$ cat src/rtl/time_set_pkg.sv
// Shared definitions for the set-time editor.
// Contents: editor state enum, packed time-word field positions and widths, the reset time word,
// per-field legal ranges, and a wrap-around step helper used for Up/Down edits.
package time_set_pkg;

  typedef enum logic [2:0] {
    StIdle,
    StEDay,
    StEHour,
    StEMt,
    StEMu
  } state_e;

  // Packed time word: [15] PM, [14:12] day, [11:8] hour, [7:4] minute tens, [3:0] minute units.
  localparam int unsigned PmBit   = 15;
  localparam int unsigned DayLsb  = 12;
  localparam int unsigned DayW    = 3;
  localparam int unsigned HourLsb = 8;
  localparam int unsigned HourW   = 4;
  localparam int unsigned MtLsb   = 4;
  localparam int unsigned MtW     = 4;
  localparam int unsigned MuLsb   = 0;
  localparam int unsigned MuW     = 4;

  // Day 0, 12:00, AM.
  localparam logic [15:0] RESET_TIME = 16'h0C00;

  localparam logic [3:0] DayMin  = 4'd0;
  localparam logic [3:0] DayMax  = 4'd6;
  localparam logic [3:0] HourMin = 4'd1;
  localparam logic [3:0] HourMax = 4'd12;
  localparam logic [3:0] MtMin   = 4'd0;
  localparam logic [3:0] MtMax   = 4'd5;
  localparam logic [3:0] MuMin   = 4'd0;
  localparam logic [3:0] MuMax   = 4'd9;

  // One Up/Down step inside [lo, hi] with wrap. An out-of-range value jumps straight to the wrap
  // target (lo for Up, hi for Down).
  function automatic logic [3:0] wrap_step(input logic [3:0] v, input logic [3:0] lo,
                                           input logic [3:0] hi, input logic up);
    if (up) begin
      return ((v >= hi) || (v < lo)) ? lo : v + 4'd1;
    end
    return ((v <= lo) || (v > hi)) ? hi : v - 4'd1;
  endfunction

endpackage

$ cat src/rtl/time_set_module_button_edge.sv
// Rising-edge detector for one synchronized, level-high button.
// Optional auto-repeat when built with AUTO_REPEAT_EN: a button instantiated with RepeatEn = 1
// that stays held HOLD_CYCLES after its rising edge emits an extra pulse, then one more every
// REPEAT_CYCLES until release.
// Ports: clk_i clock, rst_i async active-high reset, btn_i button level, pulse_o event pulse.
module button_edge #(
  parameter int unsigned HOLD_CYCLES   = 500,
  parameter int unsigned REPEAT_CYCLES = 100,
  parameter bit          RepeatEn      = 1'b0
) (
  input  logic clk_i,
  input  logic rst_i,
  input  logic btn_i,
  output logic pulse_o
);

  // The reload trick in the repeat counter needs 1 <= REPEAT_CYCLES <= HOLD_CYCLES.
  if (RepeatEn && ((HOLD_CYCLES == 0) || (REPEAT_CYCLES == 0) ||
                   (REPEAT_CYCLES > HOLD_CYCLES))) begin : g_bad_cfg
    $error("button_edge: need 1 <= REPEAT_CYCLES <= HOLD_CYCLES");
  end

  logic prev_q;

  always_ff @(posedge clk_i or posedge rst_i) begin
    if (rst_i) begin
      prev_q <= 1'b0;
    end else begin
      prev_q <= btn_i;
    end
  end

`ifdef AUTO_REPEAT_EN
  localparam int unsigned CntW = $clog2(HOLD_CYCLES + 2);
  localparam logic [CntW-1:0] CntHold   = CntW'(HOLD_CYCLES);
  localparam logic [CntW-1:0] CntReload = CntW'(HOLD_CYCLES - REPEAT_CYCLES + 1);

  // cnt_q tracks how many cycles the button has been held since its rising edge. On reaching the
  // hold point it reloads so the next hit comes exactly REPEAT_CYCLES later.
  logic [CntW-1:0] cnt_q, cnt_d;
  logic            rep;

  always_comb begin
    cnt_d = '0;
    rep   = 1'b0;
    if (RepeatEn && btn_i) begin
      if (!prev_q) begin
        cnt_d = CntW'(1);
      end else if (cnt_q == CntHold) begin
        rep   = 1'b1;
        cnt_d = CntReload;
      end else begin
        cnt_d = cnt_q + CntW'(1);
      end
    end
  end

  always_ff @(posedge clk_i or posedge rst_i) begin
    if (rst_i) begin
      cnt_q <= '0;
    end else begin
      cnt_q <= cnt_d;
    end
  end

  assign pulse_o = (btn_i & ~prev_q) | rep;
`else
  assign pulse_o = btn_i & ~prev_q;
`endif

endmodule

$ cat src/rtl/time_set_module.sv
// Button-driven editor for the packed set-time word.
// Mode/Alm enter clock/alarm edit from idle; Next walks the cursor day -> hour -> min tens ->
// min units; Up/Down step the field under the cursor; Mode commits (Load pulse for the clock,
// AT update for the alarm). An edit with no event for TIMEOUT_CYCLES aborts back to idle.
// Ports: Clk, Clr (async active-high), buttons Mode/Alm/Next/Up/Down, CT/CPM current time;
// outputs ST edit word, AT alarm word, S {edit active, target}, CW cursor, CW1 blink group,
// Load clock-load pulse.
// Build option: AUTO_REPEAT_EN enables held-button auto-repeat on Up/Down.
module time_set_module
  import time_set_pkg::*;
#(
  parameter int unsigned TIMEOUT_CYCLES = 1000,
  parameter int unsigned HOLD_CYCLES    = 500,
  parameter int unsigned REPEAT_CYCLES  = 100
) (
  input  logic        Clk,
  input  logic        Clr,
  input  logic        Mode,
  input  logic        Alm,
  input  logic        Next,
  input  logic        Up,
  input  logic        Down,
  input  logic [14:0] CT,
  input  logic        CPM,
  output logic [15:0] ST,
  output logic [15:0] AT,
  output logic [1:0]  S,
  output logic [1:0]  CW,
  output logic [1:0]  CW1,
  output logic        Load
);

  localparam int unsigned TmoW = $clog2(TIMEOUT_CYCLES + 1);
  localparam logic [TmoW-1:0] TmoLast = TmoW'(TIMEOUT_CYCLES - 1);

  logic mode_p, alm_p, next_p, up_p, down_p;

  button_edge #(.HOLD_CYCLES(HOLD_CYCLES), .REPEAT_CYCLES(REPEAT_CYCLES), .RepeatEn(1'b0))
    u_mode (.clk_i(Clk), .rst_i(Clr), .btn_i(Mode), .pulse_o(mode_p));
  button_edge #(.HOLD_CYCLES(HOLD_CYCLES), .REPEAT_CYCLES(REPEAT_CYCLES), .RepeatEn(1'b0))
    u_alm (.clk_i(Clk), .rst_i(Clr), .btn_i(Alm), .pulse_o(alm_p));
  button_edge #(.HOLD_CYCLES(HOLD_CYCLES), .REPEAT_CYCLES(REPEAT_CYCLES), .RepeatEn(1'b0))
    u_next (.clk_i(Clk), .rst_i(Clr), .btn_i(Next), .pulse_o(next_p));
  button_edge #(.HOLD_CYCLES(HOLD_CYCLES), .REPEAT_CYCLES(REPEAT_CYCLES), .RepeatEn(1'b1))
    u_up (.clk_i(Clk), .rst_i(Clr), .btn_i(Up), .pulse_o(up_p));
  button_edge #(.HOLD_CYCLES(HOLD_CYCLES), .REPEAT_CYCLES(REPEAT_CYCLES), .RepeatEn(1'b1))
    u_down (.clk_i(Clk), .rst_i(Clr), .btn_i(Down), .pulse_o(down_p));

  state_e          state_q, state_d;
  logic [15:0]     st_q, st_d, at_q, at_d;
  logic            target_q, target_d, load_q, load_d;
  logic [TmoW-1:0] tmo_q, tmo_d;
  logic            step_ev, step_up;
  logic [3:0]      fld, fld_new;

  // Up and Down together cancel out.
  assign step_ev = up_p ^ down_p;
  assign step_up = up_p;

  always_comb begin
    state_d  = state_q;
    st_d     = st_q;
    at_d     = at_q;
    target_d = target_q;
    load_d   = 1'b0;
    tmo_d    = '0;
    fld      = '0;
    fld_new  = '0;
    if (state_q == StIdle) begin
      if (mode_p) begin
        st_d     = {CPM, CT};
        target_d = 1'b0;
        state_d  = StEDay;
      end else if (alm_p) begin
        st_d     = at_q;
        target_d = 1'b1;
        state_d  = StEDay;
      end
    end else if (mode_p) begin
      if (target_q) begin
        at_d = st_q;
      end else begin
        load_d = 1'b1;
      end
      target_d = 1'b0;
      state_d  = StIdle;
    end else if (next_p) begin
      unique case (state_q)
        StEDay:  state_d = StEHour;
        StEHour: state_d = StEMt;
        StEMt:   state_d = StEMu;
        default: state_d = StEDay;
      endcase
    end else if (step_ev) begin
      unique case (state_q)
        StEDay: begin
          fld     = {1'b0, st_q[DayLsb +: DayW]};
          fld_new = wrap_step(fld, DayMin, DayMax, step_up);
          st_d[DayLsb +: DayW] = fld_new[DayW-1:0];
        end
        StEHour: begin
          fld     = st_q[HourLsb +: HourW];
          fld_new = wrap_step(fld, HourMin, HourMax, step_up);
          st_d[HourLsb +: HourW] = fld_new;
          // Crossing 11 <-> 12 flips AM/PM; the 12 <-> 1 wrap does not.
          if ((step_up && (fld == HourMax - 4'd1)) || (!step_up && (fld == HourMax))) begin
            st_d[PmBit] = ~st_q[PmBit];
          end
        end
        StEMt: begin
          fld     = st_q[MtLsb +: MtW];
          fld_new = wrap_step(fld, MtMin, MtMax, step_up);
          st_d[MtLsb +: MtW] = fld_new;
        end
        default: begin
          fld     = st_q[MuLsb +: MuW];
          fld_new = wrap_step(fld, MuMin, MuMax, step_up);
          st_d[MuLsb +: MuW] = fld_new;
        end
      endcase
    end else if (tmo_q == TmoLast) begin
      target_d = 1'b0;
      state_d  = StIdle;
    end else begin
      tmo_d = tmo_q + TmoW'(1);
    end
  end

  always_ff @(posedge Clk or posedge Clr) begin
    if (Clr) begin
      state_q  <= StIdle;
      st_q     <= RESET_TIME;
      at_q     <= RESET_TIME;
      target_q <= 1'b0;
      load_q   <= 1'b0;
      tmo_q    <= '0;
    end else begin
      state_q  <= state_d;
      st_q     <= st_d;
      at_q     <= at_d;
      target_q <= target_d;
      load_q   <= load_d;
      tmo_q    <= tmo_d;
    end
  end

  always_comb begin
    ST   = st_q;
    AT   = at_q;
    Load = load_q;
    S    = {state_q != StIdle, target_q};
    CW   = 2'd0;
    CW1  = 2'b00;
    unique case (state_q)
      StEDay:  begin CW = 2'd0; CW1 = 2'b01; end
      StEHour: begin CW = 2'd1; CW1 = 2'b10; end
      StEMt:   begin CW = 2'd2; CW1 = 2'b11; end
      StEMu:   begin CW = 2'd3; CW1 = 2'b11; end
      default: begin CW = 2'd0; CW1 = 2'b00; end
    endcase
  end

endmodule

$ cat config.mk
export PLATFORM = sky130hd
export DESIGN_NAME = time_set_module
export DESIGN_NICKNAME = d
export VERILOG_FILES = /design/src/rtl/time_set_pkg.sv /design/src/rtl/time_set_module_button_edge.sv /design/src/rtl/time_set_module.sv
export SDC_FILE = /design/constraint.sdc
export NUM_CORES = 1
export LEC_CHECK = 0
export CORE_MARGIN = 2
export CORE_UTILIZATION = 30
export CTS_CLUSTER_SIZE = 10
export DETAILED_ROUTE_END_ITERATION = 10
export PLACE_DENSITY = 0.49
export SETUP_SLACK_MARGIN = 0.05
export SLEW_MARGIN = 10
export SYNTH_ARGS = -nofsm -noshare
export SYNTH_HDL_FRONTEND = slang
export SYNTH_SLANG_ARGS = --single-unit
$ cat constraint.sdc
create_clock -name Clk -period 5.4 [get_ports Clk]
set_clock_uncertainty 0.15 [all_clocks]
set_input_delay 0.54 -clock Clk [delete_from_list [all_inputs] [get_ports Clk]]
set_output_delay 0.54 -clock Clk [all_outputs]
set_load 0.01 [all_outputs]
Yosys cells after proc, flatten, opt, wreduce, memory -nomap -nowiden:

Index checks and enable logic that the tools add are counted.

* register bits after elaboration: 52
* bits of input ports: 23
* output and inout bits: 39
* word-level logic and storage cells: 170

* add/sub/neg operators: 9
* magnitude comparators: 15
* eq/ne operators: 14
* mux-type cells: 74
* bitwise gates (word level): 13
* reductions and logical operators: 30

Operator list (number)
* 16-bit 2-to-1 mux: 6
* 4-bit 2-to-1 mux: 15
* 10-bit 2-to-1 mux: 5
* 3-bit 2-to-1 mux: 12
* 1-bit 2-to-1 mux: 33
* 5-bit AND reduction: 4
* 4-bit by 1-bit adder with 4-bit output, second input constant: 3
* 4-bit by 1-bit <= comparator with 1-bit output, second input constant: 3
* 4-bit by 1-bit less-than comparator with 1-bit output, second input constant: 3
* 2-bit one-hot mux with 3 select lines: 2
* 4-bit by 1-bit subtractor with 4-bit output, second input constant: 3
* 10-bit by 1-bit adder with 10-bit output, second input constant: 1
* 10-bit equality test, second input constant: 1
* 2-bit nonzero test: 5
* 3-bit one-hot mux with 3 select lines: 1
* 4-bit equality test, second input constant: 2
* 4-bit >= comparator, second input constant: 2
* 4-bit > comparator, second input constant: 2
* 1-bit logical OR: 8
* 1-bit NOT: 7
* 3-bit by 2-bit equality test with 1-bit output, second input constant: 2
* 2-bit by 1-bit inequality test with 1-bit output, second input constant: 3
* 3-bit by 2-bit inequality test with 1-bit output, second input constant: 2
* 3-bit AND reduction: 2
* other kinds (22): 28

Depth between registers and ports, before layout:

* depth in word-level cells: 14
* gate-level depth with buffers: 8
* depth with buffers taken out: 7

Cells and area by module:

Synthesis repeated with hierarchy kept, for this count alone.

* cells, all modules: 367
* area, all modules: 3308.2 um^2

By module, submodules not included
* time_set_module: times used 1, cells each 352, area each 3095.5 um^2
* button_edge: times used 5, cells each 3, area each 42.5 um^2

Worst setup path after synthesis:

OpenSTA, ideal clock, no wires.

* kind: flip-flop to flip-flop
* start point: register st_q[0], in the netlist ST[0]
* end point: register st_q[2], in the netlist ST[2]
* arrival: 1.716 ns
* required time: 5.174 ns
* setup slack: 3.457 ns
* stages on the path, launching flop included: 8
* cells stage by stage: dfrtp_1 -> inv_1 -> ha_1 -> or3b_1 -> a21oi_1 -> and4b_1 -> nor3_1 -> o21ai_1

* longest elaborated chain between the ends: 10
* elaborated cells between the ends (all ways): 17
* those cells by class: add/sub: 2; order compare: 4; mux: 9; reduce/logical: 2

Ends and longest elaborated chain
* start, declared: RTL line time_set_module.sv:50 `logic [15:0] st_q, st_d, at_q, at_d;`
* start signal, assigned: RTL line time_set_module.sv:139 `st_q <= st_d;`
* 4-bit >= comparator / 4-bit by 1-bit less-than comparator with 1-bit output (equally long branches): RTL line time_set_pkg.sv:42 `return ((v >= hi) || (v < lo)) ? lo : v + 4'd1;`
* 1-bit logical OR: RTL line time_set_pkg.sv:42
* 4-bit 2-to-1 mux: RTL line time_set_pkg.sv:42
* 4-bit 2-to-1 mux: RTL line time_set_pkg.sv:41 `if (up) begin`
* 4-bit 2-to-1 mux (*): RTL line time_set_pkg.sv:44 `return ((v <= lo) || (v > hi)) ? hi : v - 4'd1;`
* 4-bit 2-to-1 mux (*): RTL line time_set_module.sv:95 `unique case (state_q)`
* 16-bit 2-to-1 mux (*): RTL line time_set_module.sv:94 `end else if (step_ev) begin`
* 16-bit 2-to-1 mux (*): RTL line time_set_module.sv:87 `end else if (next_p) begin`
* 16-bit 2-to-1 mux (*): RTL line time_set_module.sv:79 `end else if (mode_p) begin`
* 16-bit 2-to-1 mux (*): RTL line time_set_module.sv:69 `if (state_q == StIdle) begin`

Every way passes the cells marked *; elsewhere a longest branch is shown, timed or not. The select of a mux whose other input is x is not followed.
A chain may end at the register's enable or synchronous reset.

Final worst setup path:

* start point: register state_q[2]
* end point: output S[1]

* longest elaborated chain between the ends: 1

Ends and longest elaborated chain
* start, declared: RTL line time_set_module.sv:49 `state_e state_q, state_d;`
* start signal, assigned: RTL line time_set_module.sv:131 `state_q <= StIdle;`
* start signal, assigned: RTL line time_set_module.sv:138 `state_q <= state_d;`
* 3-bit nonzero test: RTL line time_set_module.sv:151 `S = {state_q != StIdle, target_q};`
* end, declared: RTL line time_set_module.sv:27 `output logic [1:0] S,`

Every way passes these cells.

==> impl_metrics.toml <==
[timing]
setup_viol_count_final = 0
hold_viol = 0
setup-tns-final_ns = 0
drv_slew = 0
fin_crit_sh_pct = 50.8
slew_headroom_pct = 34.2
fmax_mhz = 364
rsz0062_at_grt = "no"
worst_slew_pin_slew_ns = 0.985
period_needed_ns = 2.74

[synth]
netlist_instances = 380
synth_area_mm2 = 0.00334
ys_types = 65
async_reset_ff_share_pct = 100
syn_area_per_cell_um2 = 8.78
ys_ff_latch = 52
ys_warn_count = 0
synth_edf_count = 0
synth-seq-area-share_pct = 39.2
syn_nets = 417
ys.flop_type = "dfrtp_1"

[grt]
antenna_found_initial = 0
track_usage_pct = 15.5
grt_pass1_wl_um = 14700
overflow = 0
grt_pass1_vias = 2880
grt_max_degree = 53

[worst_setup_path]
crit_path_end_kind = "output pin"
cp-start-kind = "flip-flop"
crit_buf_inv = 2
cp.required_ns = 4.71
crit_slowest_cell = "dfrtp_1"
timing.critical_path.max_delay_family = "buffers and inverters"
max_stage_delay_ns = 0.71
crit_path_max_fanout = 21
worst-setup-path-type = "flip-flop to output pin"
path_cells = "nor3_4, inv_2, clkdlybuf4s50_1"
cp_data_arrival_time_ns = 2.05

[cts]
clockBufferDepth = 2
postCtsSetupBuffers = 0
cts_root_buffer = "clkbuf_8"
clk-insertion-delay-late_ns = 0.31
cts_resized = 0
holdBufCountCts = 0
clock-sinks = 52
cts_made_buffers = 5
path_clk_slew_ns = 0.10
cts_max_level = 2
cts_tree = "done"

[placement]
placed_cell_area_mm2 = 0.00402
place_inst = 561
hpwl_um = 5880
gp_congestion = 0.814
numPortBuffers = 61

[detailed_routing]
wl_per_cell_um = 15.7
vias_per_cell = 5.12
postRouteWirelength_um = 8910
initialDrtViolationCount = 137
ant_nets = 0
vias = 2916
drc = 0
drt-pass1-iter-count = 4

[job]
maxCapViolations = 0

[layout]
mostFrequentLayoutCells = "clkdlybuf4s50_1, nand2_1, dfrtp_1"
fill_cells = 1128
area_delta_synth_final_pct = 23.6
drive_gt1_share_pct = 8.16
final_common_cell = "clkdlybuf4s50_1"
final_nets = 465
antenna_cells = 0
final_area_mm2 = 0.00412
final_cells = 569

[floorplan]
io_pins = 62
core_mm2 = 0.0108
rows = 38
initial_core_util_pct = 30.8
dieArea_mm2 = 0.0120
die_x_um = 109
die_height_um = 109

[power]
p_sw_uw = 849
clockPowerShare_pct = 13.7
power_leakage_uw = 0.00165
p_int_uw = 1170
combPwrFrac_pct = 51.7
ir_drop_mv = 0.212
power_density_mw_per_mm2 = 489
sw_frac_of_total_pct = 42.1
seqPwrFrac_pct = 34.6

[outcome]
status = "finished clean"

[min_path]
hold_class = "flip-flop to flip-flop"
==> synth_stat cells (3+ instances only) <==
master,instances,area [µm²]
a211oi_1,3,22.5
a21oi_1,26,130
a22o_1,4,35.0
a311oi_1,3,26.3
a31oi_1,7,43.8
and3_1,6,37.5
buf_2,8,40.0
buf_4,3,22.5
buf_6,3,33.8
clkbuf_1,9,33.8
dfrtp_1,48,1200
dfstp_2,4,105
ha_1,14,175
inv_1,16,60.1
mux2_2,6,67.6
nand2_1,56,210
nand2b_1,6,37.5
nand3_1,16,80.1
nand4_1,3,18.8
nor2_1,24,90.1
nor2b_1,7,43.8
nor3_1,12,60.1
nor3b_1,4,30.0
o21ai_0,34,170
xnor2_1,7,61.3
xor2_1,3,26.3
==> final cells by class <==
cell class | count | area (µm²) | area share [%]
multi-input cells | 288 | 1840 | 44.6
inverters | 17 | 63.8 | 1.55
well taps | 140 | 175 | 4.25
repair buffers | 64 | 633 | 15.4
flip-flops and latches | 52 | 1310 | 31.7
clock buffers | 7 | 76.3 | 1.85
clock inverters | 1 | 30.0 | 0.728
==> power groups by stage <==
stage / logic [µW] / clock network [µW] / registers, µW
detailed placement: 1040 / 0 / 707
global route: 1160 / 304 / 729
finish: 1040 / 276 / 698
floorplan: 673 / 0 / 670
CTS: 1050 / 288 / 700
global placement: 1030 / 0 / 709
==> kinds of logic (layout without fill, tap and decap cells) <==
kind of cell / after synthesis / after routing / synth area share, %
XOR/XNOR: 11 / 11 / 3.45
AND/OR/NAND/NOR: 151 / 151 / 22.8
adder cells (fa/ha/maj): 14 / 14 / 5.25
flip-flops: 52 / 52 / 39.2
AO/OA/AOI/OAI: 104 / 104 / 20.9
multiplexers: 8 / 8 / 2.63
buffers and inverters: 40 / 89 / 5.81
==> worst register-to-register path, cell delays in order (launching register included) <==
cell	delay (ns)
dfrtp_1	0.71
nor3_4	0.06
inv_2	0.35
nand3_2	0.56
mux2_2	0.46
==> path summary, 6_finish.rpt <==
kind                                             start  slack [ns]  depth (start not counted)                      to
worst max-delay path            state_q[2]$_DFFE_PP0P_        2.66                          3                    S[1]
worst min-delay path                tmo_q[0]$_DFF_PP0_        0.35                          1      tmo_q[0]$_DFF_PP0_
worst min register to register      tmo_q[0]$_DFF_PP0_        0.35                          1      tmo_q[0]$_DFF_PP0_
min in group asynchronous                          Clr        0.58                          3      ST[13]$_DFFE_PP0P_
worst max register to register  state_q[2]$_DFFE_PP0P_        2.99                          4      AT[15]$_DFFE_PP0P_
max in group asynchronous                          Clr        4.04                          3  u_alm.prev_q$_DFF_PP0_
==> state kept, by name (all words and copies together), names as in the netlist <==
register	count
u_mode.prev_q	1
tmo_q	10
AT	16
u_alm.prev_q	1
target_q	1
u_next.prev_q	1
u_up.prev_q	1
ST	16
Load	1
state_q	3
u_down.prev_q	1
==> stage by stage <==
stage / utilization [%] / hold WS, ns / total power, µW / setup slack, ns
floorplan: - / 0.305 / 1340 / 3.46
global placement: 37.0 / 0.331 / 1740 / 2.64
detailed placement: 37.0 / 0.341 / 1750 / 2.55
CTS: 38.0 / 0.355 / 2030 / 2.65
global route: 38.0 / 0.386 / 2190 / 2.52
finish: 38.0 / 0.345 / 2020 / 2.66
==> routing by layer <==
layer  track usage [%]  wire length (µm)
met1              20.5              4100
met2              26.3              4290
met3              2.73               466
met4              3.71                54
met5                 0                 0
No activity file was read; power rests on OpenSTA's default activity.
